`src/rtl/agc_tp_pkg.sv`:
```
// Shared constants and the sequencer state type for the AGC time-pulse generator.
// The STEP_MCT state exists only when TPGEN_STEP_EN is defined.
package agc_tp_pkg;

  localparam int NUM_TP = 12;
  localparam int NUM_PH = 4;

  typedef enum logic [1:0] {
    RUN,
    HALT_PEND,
    HALTED
`ifdef TPGEN_STEP_EN
    ,
    STEP_MCT
`endif
  } tp_state_t;

endpackage

```
`src/rtl/agc_onehot_ring.sv`:
```
// One-hot rotator with advance enable and park-to-bit-0.
// q is a registered copy of the next pointer value, or zero when not shown.
module agc_onehot_ring #(
  parameter int WIDTH = 4
) (
  input  logic             clk,
  input  logic             rst,
  input  logic             en,
  input  logic             park,
  input  logic             show,
  output logic [WIDTH-1:0] q
);

  logic [WIDTH-1:0] ptr;
  logic [WIDTH-1:0] ptr_next;

  always_comb begin
    ptr_next = ptr;
    if (park) begin
      ptr_next = WIDTH'(1);
    end else if (en) begin
      ptr_next = {ptr[WIDTH-2:0], ptr[WIDTH-1]};
    end
  end

  // The pointer keeps its position while blanked, so the output can drop to zero without losing it.
  always_ff @(posedge clk) begin
    if (rst) begin
      ptr <= WIDTH'(1);
      q   <= '0;
    end else begin
      ptr <= ptr_next;
      q   <= show ? ptr_next : '0;
    end
  end

endmodule

```
`src/rtl/agc_timepulse_gen.sv`:
```
// AGC time-pulse generator: DIV clocks per phase, 4 phases per pulse, 12 pulses per MCT.
// Define TPGEN_STEP_EN to enable single-MCT stepping while halted.
module agc_timepulse_gen
  import agc_tp_pkg::*;
#(
  parameter int DIV = 4
) (
  input  logic              SIM_CLK,
  input  logic              SIM_RST,
  input  logic              STOP,
  input  logic              STEP,
  output logic [NUM_TP-1:0] T,
  output logic [NUM_PH-1:0] P,
  output logic              MCT_END,
  output logic              RUNNING
);

  localparam logic [7:0] DIV_LAST = 8'(DIV - 1);
  localparam logic [7:0] DIV_PRE  = 8'(DIV - 2);

  tp_state_t  state;
  tp_state_t  state_next;
  logic [7:0] div_cnt;
  logic       active_next;
  logic       advance;
  logic       div_wrap;

`ifndef TPGEN_STEP_EN
  logic unused_step;
  assign unused_step = STEP;
`endif

  // MCT_END marks the last cycle of the MCT being shown, so halting decisions key off it.
  always_comb begin
    state_next = state;
    case (state)
      RUN: begin
        if (STOP) state_next = HALT_PEND;
      end
      HALT_PEND: begin
        if (MCT_END)    state_next = HALTED;
        else if (!STOP) state_next = RUN;
      end
      HALTED: begin
        if (!STOP) state_next = RUN;
`ifdef TPGEN_STEP_EN
        else if (STEP) state_next = STEP_MCT;
`endif
      end
`ifdef TPGEN_STEP_EN
      STEP_MCT: begin
        if (MCT_END) state_next = HALTED;
      end
`endif
      default: state_next = RUN;
    endcase
  end

  assign active_next = (state_next != HALTED);
  assign advance     = RUNNING && active_next;
  assign div_wrap    = (div_cnt == DIV_LAST);

  agc_onehot_ring #(.WIDTH(NUM_PH)) u_p_ring (
    .clk  (SIM_CLK),
    .rst  (SIM_RST),
    .en   (advance && div_wrap),
    .park (!active_next),
    .show (active_next),
    .q    (P)
  );

  agc_onehot_ring #(.WIDTH(NUM_TP)) u_t_ring (
    .clk  (SIM_CLK),
    .rst  (SIM_RST),
    .en   (advance && div_wrap && P[NUM_PH-1]),
    .park (!active_next),
    .show (active_next),
    .q    (T)
  );

  // Coming out of reset or halt shows position 0 first; advancing starts only once RUNNING is set.
  always_ff @(posedge SIM_CLK) begin
    if (SIM_RST) begin
      state   <= RUN;
      div_cnt <= 8'd0;
      MCT_END <= 1'b0;
      RUNNING <= 1'b0;
    end else begin
      state   <= state_next;
      RUNNING <= active_next;
      if (advance) begin
        div_cnt <= div_wrap ? 8'd0 : div_cnt + 8'd1;
      end else begin
        div_cnt <= 8'd0;
      end
      MCT_END <= advance && (div_cnt == DIV_PRE) && P[NUM_PH-1] && T[NUM_TP-1];
    end
  end

endmodule

```
`config.mk`:
```
export PLATFORM = sky130hd
export DESIGN_NAME = agc_timepulse_gen
export DESIGN_NICKNAME = d
export VERILOG_FILES = /design/src/rtl/agc_tp_pkg.sv /design/src/rtl/agc_onehot_ring.sv /design/src/rtl/agc_timepulse_gen.sv
export SDC_FILE = /design/constraint.sdc
export NUM_CORES = 1
export LEC_CHECK = 0
export ABC_AREA = 1
export CAP_MARGIN = 20
export CELL_PAD_IN_SITES_DETAIL_PLACEMENT = 0
export CELL_PAD_IN_SITES_GLOBAL_PLACEMENT = 1
export CORE_MARGIN = 3
export CORE_UTILIZATION = 29
export CTS_BUF_LIST = sky130_fd_sc_hd__clkbuf_16
export DETAILED_ROUTE_END_ITERATION = 8
export DONT_BUFFER_PORTS = 1
export GPL_ROUTABILITY_DRIVEN = 0
export GPL_TIMING_DRIVEN = 0
export PLACE_DENSITY = 0.63
export RECOVER_POWER = 50
export SETUP_SLACK_MARGIN = 0.4
export SYNTH_ARGS = -nofsm -noshare
export SYNTH_HDL_FRONTEND = slang
export SYNTH_SLANG_ARGS = --single-unit
```
`constraint.sdc`:
```
create_clock -name SIM_CLK -period 2.3 [get_ports SIM_CLK]
set_clock_uncertainty 0.05 [all_clocks]
set_input_delay 0.46 -clock SIM_CLK [delete_from_list [all_inputs] [get_ports SIM_CLK]]
set_output_delay 0.46 -clock SIM_CLK [all_outputs]
set_load 0.005 [all_outputs]
```
==> reports/metrics.yaml <==
endpoint: "u_t_ring.q[10]"
drtIter0Drc: 33
initial_core_util_pct: 31.37
layout.nets: 204
syn-instance-count: 191
grt_usage_pct: 9.840
arrival_ps: 1890
die_y_um: 79.12
fp.coreArea_um2: 4942
cpMaxStageDelayCell: "a21oi_1"
tightest_slew_ps: 623.7
power.density_nw_per_um2: 890.0
finalSetupTns_ps: 0
pre_cts_slack_ps: 721.3
fin_ws_ps: 525.0
setup_viol: 0
grt_overflow: 0
numCtsBuffers: 5
root_buffer: "clkbuf_16"
wl_mm: 2.660
yosys_warnings: 0
hold_depth: 1
rsz0062_at_grt: "false"
htreeDepth: 2
outcome: "finished, final reports clean"
num_rows: 25
cp.required_ps: 2420
hpwl_mm: 1.867
grt_pass1_wl_mm: 4.657
power_uw: 1582
grt_max_degree: 15
hold_buffers: 0
antenna_found_initial: 0
layout-drive-gt1-share_pct: 7.035
dieArea_um2: 6259
end_kind: "register"
critPathTopFamily: "simple AND/OR/NAND/NOR gates"
slowest_delay_ps: 410
worst-path-stages: 7
cp_cell_sequence: "nand2_1 -> nand2_1 -> a21oi_1 -> nand3_4 -> clkbuf_1 -> nor2_1 -> nor2_1"
syn-num-nets: 197
ys_types: 20
vdd_drop_max_mv: 0.5079
netlist_area_um2: 1550
area_growth_pct: 14.69
post-route-period-util_pct: 77.17
rr_startpoint: "MCT_END"
clock_latency_ps: 280
post_cts_buffers: 0
ant_nets: 0
clock_path_buffers: 2
worst-r2r-cell-count: 7
grt_pass1_vias: 1034
drv_slew: 0
antenna_cells: 0
timing.critical_path.buf_inv: 1
portBuffers: 0
clock-sinks: 44
slew_headroom_pct: 58.27
max_freq_mhz: 563.4
tritoncts: "done"
hold_viol: 0
via_per_inst: 3.985
rrSetupSlack_ps: 520
io_pins: 22
cts.clk_slew.worst_paths_ps: 60
synth-seq-area-share_pct: 56.82
cts_resized: 0
num_vias: 1060
maxCapViolCount: 0
worstSetupStartpoint: "MCT_END"
critical_path_class: "register to register"
routedWlPerCell_um: 10.00
fp.dieW_um: 79.12
ys_ff_latch: 44
synth_area_per_cell_um2: 8.116
leakage_uw: 0.0008561
drc: 0
crit_fanout: 10
r2r_end: "u_t_ring.q[10]"
period_minus_slack_ps: 1775
dr.pass1.iters: 4
critPathLaunchType: "register"
hold_path.class: "input pin to register"
[worst reg2reg max path, cell delays in order, from the launching register on]
cell and delay (ps):
dfxtp_1 330, nand2_1 90, nand2_1 70, a21oi_1 410, nand3_4 160, clkbuf_1 280, nor2_1 200, nor2_1 70
[routing by layer]
layer | routed length [um] | share of wire (%) | track usage (%) | vias up
li1 | - | - | - | 585
met1 | 1387 | 52 | 12.00 | 457
met2 | 1152 | 43 | 14.73 | 13
met3 | 71 | 2.7 | 3.741 | 5
met4 | 48 | 1.8 | 5.670 | 0
met5 | 0 | 0 | 0 | -
[power breakdown]
part	switching (uW)	internal, uW	leakage, uW
Clock	277	509	0.0000798
Sequential	4.36	769	0.000356
Combinational	15.7	6.85	0.000420
[synth_stat cells]
master,count,area [um2]
nor3_1,2,10.01
xor2_1,4,35.03
nor2_1,58,217.7
nor4_1,1,6.260
dfxtp_1,44,880.8
nor2_2,2,12.51
a21oi_4,1,16.27
ha_1,2,25.02
inv_1,21,78.83
o21ai_0,4,20.02
nand3_4,1,17.52
nand3_1,4,20.02
xnor2_1,1,8.760
inv_2,1,3.750
nand2_1,39,146.4
buf_2,1,5.000
nor2_4,1,11.26
buf_6,2,22.52
nand2_2,1,6.260
nand4_1,1,6.260
[stage by stage]
step | cell area, um2 | util, % | instances | hold slack [ps]
2_1_floorplan | 1550 | - | 191 | 361.3
3_3_place_gp | 1634 | 33.06 | 258 | 373.3
3_5_place_dp | 1634 | 33.06 | 258 | 383.8
4_1_cts | 1802 | 36.46 | 266 | 183.9
5_1_grt | 1778 | 35.97 | 266 | 187.7
6_report | 1778 | 35.97 | 266 | 191.1
[kinds of logic (layout without fill, tap and decap cells)]
| family | after synthesis | in the layout | synth area share [%] |
|---|---|---|---|
| DFF | 44 | 44 | 56.82 |
| adders and majority gates | 2 | 2 | 1.614 |
| buffers and inverters | 25 | 33 | 7.102 |
| and+or+nand+nor | 110 | 110 | 29.30 |
| xor gates and xnor gates | 5 | 5 | 2.825 |
| AOI/OAI and AO/OA | 5 | 5 | 2.341 |
[cell usage in the layout, fill, tap and decap left out]
| cell | n |
|---|---|
| nor2_1 | 59 |
| dfxtp_1 | 44 |
| nand2_1 | 40 |
| inv_1 | 21 |
| clkbuf_16 | 5 |
| nand3_1 | 4 |
| xor2_1 | 4 |
| o21ai_0 | 4 |
| nor3_1 | 2 |
| ha_1 | 2 |
| a21oi_1 | 1 |
| nor2_2 | 1 |
| nor2_4 | 1 |
| nand3_4 | 1 |
| buf_2 | 1 |
| clkbuf_1 | 1 |
| buf_6 | 1 |
| nand4_1 | 1 |
| inv_2 | 1 |
| xnor2_1 | 1 |
| nor4_1 | 1 |
| clkinv_2 | 1 |
| bufinv_16 | 1 |
| clkinvlp_4 | 1 |
[flip-flops by register name, indices dropped and copies added, names as in the netlist]
| name | count |
|---|---|
| state | 2 |
| u_p_ring.q | 4 |
| u_t_ring.q | 12 |
| MCT_END | 1 |
| u_t_ring.ptr | 12 |
| div_cnt | 8 |
| RUNNING | 1 |
| u_p_ring.ptr | 4 |
[how the worst min path moves through the flow]
| stage | to | from | slack [ps] |
|---|---|---|---|
| 2_1_floorplan | state[0] | state[1] | 360 |
| 4_1_cts | state[1] | SIM_RST | 180 |
| 6_report | state[1] | SIM_RST | 190 |
| 3_3_place_gp | state[0] | state[1] | 370 |
| 5_1_grt | state[1] | SIM_RST | 190 |
| 3_5_place_dp | state[0] | state[1] | 380 |
[layout make-up]
| type | instances | area (um2) |
|---|---|---|
| plain buffers | 3 | 20.02 |
| clock buffers | 5 | 125.1 |
| clock inverters | 3 | 42.54 |
| fillers | 540 | 3164 |
| inverters | 22 | 82.58 |
| multi-input cells | 122 | 543.0 |
| flip-flops and latches | 44 | 880.8 |
| well taps | 67 | 83.83 |
Note: power is estimated with default switching activity, not from simulation.
